===== config.mk =====
export PLATFORM = sky130hd
export DESIGN_NAME = pc_unit_flat
export DESIGN_NICKNAME = d
export VERILOG_FILES = /design/src/rtl/pc_pkg.sv /design/src/rtl/pc_if.sv /design/src/rtl/pc_ras.sv /design/src/rtl/pc_unit.sv /design/src/flat_wrapper.sv
export SDC_FILE = /design/constraint.sdc
export NUM_CORES = 1
export LEC_CHECK = 0
export ABC_AREA = 1
export CORE_MARGIN = 1.5
export CORE_UTILIZATION = 40
export CTS_CLUSTER_DIAMETER = 150
export DETAILED_ROUTE_END_ITERATION = 12
export PLACE_DENSITY = 0.75
export SLEW_MARGIN = 15
export SYNTH_ARGS = -nofsm -noshare
export SYNTH_HDL_FRONTEND = slang
export SYNTH_SLANG_ARGS = --single-unit

===== constraint.sdc =====
create_clock -name CLK -period 1.6 [get_ports CLK]
set_input_delay 0.24 -clock CLK [delete_from_list [all_inputs] [get_ports CLK]]
set_output_delay 0.24 -clock CLK [all_outputs]
set_load 0.05 [all_outputs]

===== src/rtl/pc_pkg.sv =====
// Shared definitions for the program-counter unit: next-PC select encoding,
// default PC width and the return-address-stack pointer sizing helper.
package pc_pkg;

  localparam int unsigned PC_W_DEF = 8;

  typedef enum logic [2:0] {
    SEL_INC  = 3'd0,
    SEL_BR   = 3'd1,
    SEL_JMP  = 3'd2,
    SEL_CALL = 3'd3,
    SEL_RET  = 3'd4
  } pc_sel_e;

  // Bits needed to index a stack of 'depth' entries (ceil log2, minimum 1)
  function automatic int unsigned RAS_PTR_W(input int unsigned depth);
    int unsigned w;
    w = 1;
    for (int i = 1; i < 32; i++) begin
      if ((32'd1 << i) < depth) begin
        w = i + 1;
      end
    end
    return w;
  endfunction

endpackage


===== src/rtl/pc_if.sv =====
// Control/status bundle between the fetch controller (master) and the
// program-counter unit (slave).
interface pc_if
  import pc_pkg::*;
#(
  parameter int unsigned PC_W      = PC_W_DEF,
  parameter int unsigned RAS_DEPTH = 4
);

  logic                          Stall;
  logic                          Branch;
  logic [PC_W-1:0]               BranchOffset;
  logic                          Jump;
  logic [PC_W-1:0]               JumpTarget;
  logic                          Call;
  logic                          Ret;
  logic [PC_W-1:0]               CurrentPC;
  logic [RAS_PTR_W(RAS_DEPTH):0] RasDepth;
  logic                          RasUnderflow;

  modport master (
    output Stall, Branch, BranchOffset, Jump, JumpTarget, Call, Ret,
    input  CurrentPC, RasDepth, RasUnderflow
  );

  modport slave (
    input  Stall, Branch, BranchOffset, Jump, JumpTarget, Call, Ret,
    output CurrentPC, RasDepth, RasUnderflow
  );

endinterface


===== src/rtl/pc_ras.sv =====
// Circular return-address stack: a push when full overwrites the oldest entry
// and keeps depth saturated, so later pops return the newest entries only.
module pc_ras
  import pc_pkg::*;
#(
  parameter int unsigned DEPTH = 4,
  parameter int unsigned W     = PC_W_DEF
) (
  input  logic                      CLK,
  input  logic                      Reset,
  input  logic                      push,
  input  logic                      pop,
  input  logic [W-1:0]              push_data,
  output logic [W-1:0]              top,
  output logic [RAS_PTR_W(DEPTH):0] depth
);

  localparam int unsigned PTR_W = RAS_PTR_W(DEPTH);
  localparam int unsigned DW    = PTR_W + 1;
  localparam logic [DW-1:0] FULL_C = DW'(DEPTH);

  logic [W-1:0]     mem_r [DEPTH];
  logic [PTR_W-1:0] sp_r;
  logic [DW-1:0]    depth_r;

  // Stack pointer (next free slot) and occupancy; push takes precedence over pop
  always_ff @(posedge CLK or posedge Reset) begin
    if (Reset) begin
      sp_r    <= '0;
      depth_r <= '0;
    end else if (push) begin
      sp_r <= sp_r + PTR_W'(1);
      if (depth_r != FULL_C) begin
        depth_r <= depth_r + DW'(1);
      end
    end else if (pop && (depth_r != '0)) begin
      sp_r    <= sp_r - PTR_W'(1);
      depth_r <= depth_r - DW'(1);
    end
  end

  // Entry storage carries no reset; only depth decides what is valid
  always_ff @(posedge CLK) begin
    if (push) begin
      mem_r[sp_r] <= push_data;
    end
  end

  assign top   = mem_r[sp_r - PTR_W'(1)];
  assign depth = depth_r;

endmodule


===== src/rtl/pc_unit.sv =====
// Program-counter unit: priority encoder -> next-PC select -> PC register.
// Define PC_RAS_EN to build the return-address stack; without it Call acts as Jump and Ret is ignored.
module pc_unit
  import pc_pkg::*;
#(
  parameter int unsigned PC_W      = PC_W_DEF,
  parameter int unsigned INC       = 1,
  parameter int unsigned RESET_PC  = 0,
  parameter int unsigned RAS_DEPTH = 4
) (
  input logic CLK,
  input logic Reset,
  pc_if.slave bus
);

  localparam int unsigned DW = RAS_PTR_W(RAS_DEPTH) + 1;
  localparam logic [PC_W-1:0] INC_C   = PC_W'(INC);
  localparam logic [PC_W-1:0] RESET_C = PC_W'(RESET_PC);
`ifdef PC_RAS_EN
  localparam logic RAS_EN_C = 1'b1;
`else
  localparam logic RAS_EN_C = 1'b0;
`endif

  pc_sel_e         sel_s;
  logic [PC_W-1:0] pc_r;
  logic [PC_W-1:0] next_pc_s;
  logic [PC_W-1:0] seq_pc_s;
  logic [PC_W-1:0] ras_top_s;
  logic [DW-1:0]   ras_depth_s;
  logic            ras_empty_s;
  logic            underflow_s;
  logic            uf_r;

  assign seq_pc_s    = pc_r + INC_C;
  assign ras_empty_s = (ras_depth_s == '0);

  // Priority encoder: Call > Jump > Ret > Branch > increment
  always_comb begin
    sel_s = SEL_INC;
    if (bus.Call) begin
      sel_s = RAS_EN_C ? SEL_CALL : SEL_JMP;
    end else if (bus.Jump) begin
      sel_s = SEL_JMP;
    end else if (bus.Ret && RAS_EN_C) begin
      sel_s = SEL_RET;
    end else if (bus.Branch) begin
      sel_s = SEL_BR;
    end else begin
      sel_s = SEL_INC;
    end
  end

  // Next-PC mux; an empty-stack return falls through to the sequential PC
  always_comb begin
    next_pc_s = seq_pc_s;
    case (sel_s)
      SEL_INC:  next_pc_s = seq_pc_s;
      SEL_BR:   next_pc_s = pc_r + bus.BranchOffset;
      SEL_JMP:  next_pc_s = bus.JumpTarget;
      SEL_CALL: next_pc_s = bus.JumpTarget;
      SEL_RET: begin
        if (ras_empty_s) begin
          next_pc_s = seq_pc_s;
        end else begin
          next_pc_s = ras_top_s;
        end
      end
      default:  next_pc_s = seq_pc_s;
    endcase
  end

  assign underflow_s = !bus.Stall && (sel_s == SEL_RET) && ras_empty_s;

  // PC register; Stall freezes it regardless of control inputs
  always_ff @(posedge CLK or posedge Reset) begin
    if (Reset) begin
      pc_r <= RESET_C;
    end else if (!bus.Stall) begin
      pc_r <= next_pc_s;
    end
  end

  // Underflow flag is a single-cycle pulse following the offending Ret
  always_ff @(posedge CLK or posedge Reset) begin
    if (Reset) begin
      uf_r <= 1'b0;
    end else begin
      uf_r <= underflow_s;
    end
  end

`ifdef PC_RAS_EN
  pc_ras #(
    .DEPTH (RAS_DEPTH),
    .W     (PC_W)
  ) u_ras (
    .CLK       (CLK),
    .Reset     (Reset),
    .push      (!bus.Stall && (sel_s == SEL_CALL)),
    .pop       (!bus.Stall && (sel_s == SEL_RET) && !ras_empty_s),
    .push_data (seq_pc_s),
    .top       (ras_top_s),
    .depth     (ras_depth_s)
  );
`else
  assign ras_top_s   = '0;
  assign ras_depth_s = '0;
`endif

  assign bus.CurrentPC    = pc_r;
  assign bus.RasDepth     = ras_depth_s;
  assign bus.RasUnderflow = uf_r;

endmodule


===== src/flat_wrapper.sv =====
// flat-port wrapper written by rule: the top's interface ports become plain ports
module pc_unit_flat import pc_pkg::*;
#(
  parameter int unsigned PC_W      = PC_W_DEF,
  parameter int unsigned INC       = 1,
  parameter int unsigned RESET_PC  = 0,
  parameter int unsigned RAS_DEPTH = 4
)
  (CLK, Reset, bus_Stall, bus_Branch, bus_BranchOffset, bus_Jump, bus_JumpTarget, bus_Call, bus_Ret, bus_CurrentPC, bus_RasDepth, bus_RasUnderflow);
  pc_if #(.PC_W(PC_W), .RAS_DEPTH(RAS_DEPTH)) bus_i ();
  input logic CLK;
  input logic Reset;
  input wire logic [$bits(bus_i.Stall)-1:0] bus_Stall;
  input wire logic [$bits(bus_i.Branch)-1:0] bus_Branch;
  input wire logic [$bits(bus_i.BranchOffset)-1:0] bus_BranchOffset;
  input wire logic [$bits(bus_i.Jump)-1:0] bus_Jump;
  input wire logic [$bits(bus_i.JumpTarget)-1:0] bus_JumpTarget;
  input wire logic [$bits(bus_i.Call)-1:0] bus_Call;
  input wire logic [$bits(bus_i.Ret)-1:0] bus_Ret;
  output wire logic [$bits(bus_i.CurrentPC)-1:0] bus_CurrentPC;
  output wire logic [$bits(bus_i.RasDepth)-1:0] bus_RasDepth;
  output wire logic [$bits(bus_i.RasUnderflow)-1:0] bus_RasUnderflow;
  assign bus_i.Stall = bus_Stall;
  assign bus_i.Branch = bus_Branch;
  assign bus_i.BranchOffset = bus_BranchOffset;
  assign bus_i.Jump = bus_Jump;
  assign bus_i.JumpTarget = bus_JumpTarget;
  assign bus_i.Call = bus_Call;
  assign bus_i.Ret = bus_Ret;
  assign bus_CurrentPC = bus_i.CurrentPC;
  assign bus_RasDepth = bus_i.RasDepth;
  assign bus_RasUnderflow = bus_i.RasUnderflow;
  pc_unit #(.PC_W(PC_W), .INC(INC), .RESET_PC(RESET_PC), .RAS_DEPTH(RAS_DEPTH)) u_core (.CLK(CLK), .Reset(Reset), .bus(bus_i));
endmodule

==> flow_summary.yaml <==
grt:
  grt_overflow: 0
  grt_pass1_vias: 808
  grt_pass1_wl_um: 3400
  grt_max_degree: 19
  grt_usage: 0.178
  antenna_found_initial: 0
worst_setup_path:
  crit_end: "u_core.bus.CurrentPC[4]"
  cp-start-kind: "primary input"
  worst_r2r_path_depth: 9
  path_max_fanout: 6
  r2r_slack_ns: 0.07
  required_ns: 1.74
  critPathLaunch: "bus_Call"
  r2r-end: "u_core.bus.CurrentPC[7]"
  crit_arrival_ns: 1.70
  worstSetupPathType: "in2reg"
  end_kind: "flop"
  timing.rr.start: "u_core.bus.CurrentPC[4]"
timing:
  clock.fmax_mhz: 641
  period_needed_ns: 1.56
  fin_skew_ns: 0.00951
  rsz0062_at_grt: "yes"
  slew_viol_final: 0
  setup_viol: 0
  timing_hold_violations_final: 0
  timing.final.ws_setup_ns: 0.0389
  min_period_over_period: 0.976
routing:
  vias: 998
  wirelength_um: 2520
  drcViolationCount: 0
  vias_per_cell: 4.75
  routedWlPerCell_um: 12.0
  firstDrtPassIters: 4
  postRouteAntennaNets: 0
  initialDrtViolationCount: 34
die:
  io-pin-count: 35
  dieArea_mm2: 0.00246
  fp.dieH_um: 49.6
  rows: 16
  initial_core_util: 0.434
  die_w_um: 49.6
  core_mm2: 0.00200
clocking:
  cts.sinks: 8
  htree_levels: 1
  cts_made_buffers: 3
  cts-root-buf: "clkbuf_4"
  clk_latency_ns: 0.26
  clkTransAtPathRegs_ns: 0.07
  cts_hold_buf: 0
  clock_path_buffers: 2
  cts_tree: "built"
final_layout:
  area_growth_pct: 62.0
  fill_cells: 172
  finalNetCount: 216
  largest_register_ffs: 8
  final_cell_count_no_fill: 210
  drive_gt1_frac: 0.350
  diodes: 0
power:
  p_total_uw: 952
  pwr-share-seq: 0.275
  p_leak_uw: 0.000767
  p_clk_frac: 0.172
  intPower_uw: 545
  powerDensity_mw_per_mm2: 676
  switching_power_uw: 407
  comb_power_share: 0.553
  ir_drop_v: 0.000436
  swShare: 0.428
synthesis:
  syn_inst: 138
  synth_area_um2: 870
  ys_warn_count: 0
  ys_seq_area_frac: 0.230
  synth.avg_cell_area_um2: 6.30
  yosysUniqueCellTypes: 22
  synth-seq-cells: 8
place:
  place_congestion: 0.856
  dp_hpwl_um: 1700
  pre_cts_slack_ns: -0.638
  placed_cells: 196
  portBuffers: 29
outcome:
  status: "completed"
min_path:
  hp-class: "in2async"
flow_run:
  maxCapViolCount: 0
layout make-up:
class                           count  area [µm²]  share of cell area
Tap cell                           27        33.8              0.0240
Multi-Input combinational cell    103         652               0.463
Timing Repair Buffer               45         403               0.286
Inverter                           24        90.1              0.0639
Clock buffer                        3        22.5              0.0160
Sequential cell                     8         208               0.147
how the worst min path moves through the flow:
stage / startpoint / endpoint / slack, ns / cells after the start
after floorplan: Reset / u_core.bus.CurrentPC[3] / 0.06 / 1
after global placement: u_core.bus.CurrentPC[5] / u_core.bus.CurrentPC[5] / 0.50 / 2
after detailed placement: u_core.bus.CurrentPC[6] / u_core.bus.CurrentPC[6] / 0.50 / 2
after CTS: Reset / u_core.bus.CurrentPC[3] / 0.25 / 2
after global routing: Reset / u_core.bus.CurrentPC[3] / 0.28 / 2
final: Reset / u_core.bus.CurrentPC[3] / 0.24 / 2
critical path, stage by stage:
cell	delay (ns)
buf_8	0.10
nor2_8	0.11
nand2_4	0.08
buf_4	0.14
nor2_1	0.20
ha_4	0.25
nand2_1	0.08
nand2_2	0.08
a21oi_2	0.12
xor2_1	0.14
nand2_1	0.06
nand2_1	0.05
nand2_1	0.04
metrics by stage:
stage                     setup TNS (ns)  area [µm²]  hold WS (ns)  utilization
after floorplan                   -0.105         902        0.0553            -
after global placement             -3.82        1200         0.499        0.598
after detailed placement           -4.19        1200         0.498        0.598
after CTS                              0        1260         0.251        0.628
after global routing             -0.0867        1410         0.285        0.704
final                                  0        1410         0.236        0.704
cell usage in the layout (no fill, tap or decap), types with 2 or more instances in the layout:
cell type	instances
o211ai_1	2
inv_1	19
dfrtp_1	2
nor2_1	14
ha_4	4
dfrtp_2	6
nand3_2	3
a21oi_1	5
ha_1	3
buf_6	2
nand2_2	5
dlymetal6s2s_1	4
or2_4	2
nand2_1	39
nor2_2	3
dlygate4sd2_1	2
conb_1	4
inv_2	5
buf_4	23
nand4_1	3
clkdlybuf4s50_1	12
nand3_1	7
a21oi_2	2
clkbuf_4	3
power by group through the flow:
stage / Sequential [µW] / Clock [µW] / Combinational, µW
floorplan: 343 / 0 / 205
global placement: 260 / 0 / 427
detailed placement: 260 / 0 / 435
CTS: 257 / 165 / 459
global route: 267 / 175 / 564
finish: 262 / 163 / 526
metal layers:
layer,vias up,track usage,part of all wire
met5,-,0,0
met1,457,0.218,0.40
met4,0,0.0417,0
met2,30,0.329,0.55
li1,511,-,-
met3,0,0.0182,0.046
synthesized netlist by cell type:
library cell	count	area (µm²)
conb_1	1	3.75
nand4_1	3	18.8
nand2_1	44	165
o21ai_1	1	5.00
nor2_1	17	63.8
nand3_1	9	45.0
nand3_2	1	10.0
buf_4	4	30.0
nand3b_1	1	7.51
buf_2	1	5.00
nand2_2	1	6.26
o211ai_1	2	15.0
fa_1	1	20.0
xor2_1	1	8.76
dfrtp_1	8	200
xnor2_1	1	8.76
inv_1	24	90.1
nor2_8	1	20.0
buf_6	1	11.3
a21oi_1	7	35.0
ha_1	7	87.6
or2_1	2	12.5
kinds of logic after synthesis:
kind of cell	after synthesis	synth area share
AND/OR/NAND/NOR	79	0.401
buffers and inverters	30	0.157
AO/OA/AOI/OAI	10	0.0633
adder cells (fa/ha/maj)	8	0.124
flip-flops	8	0.230
XOR/XNOR	2	0.0201
other	1	0.00431
timing repair:
item                                    in CTS  in global routing
gates resized for setup                     15                 29
buffers inserted                             5                  6
endpoints found under the setup margin       7                  5
pin swaps                                   12                 26
Note: power is estimated with default switching activity, not from simulation.
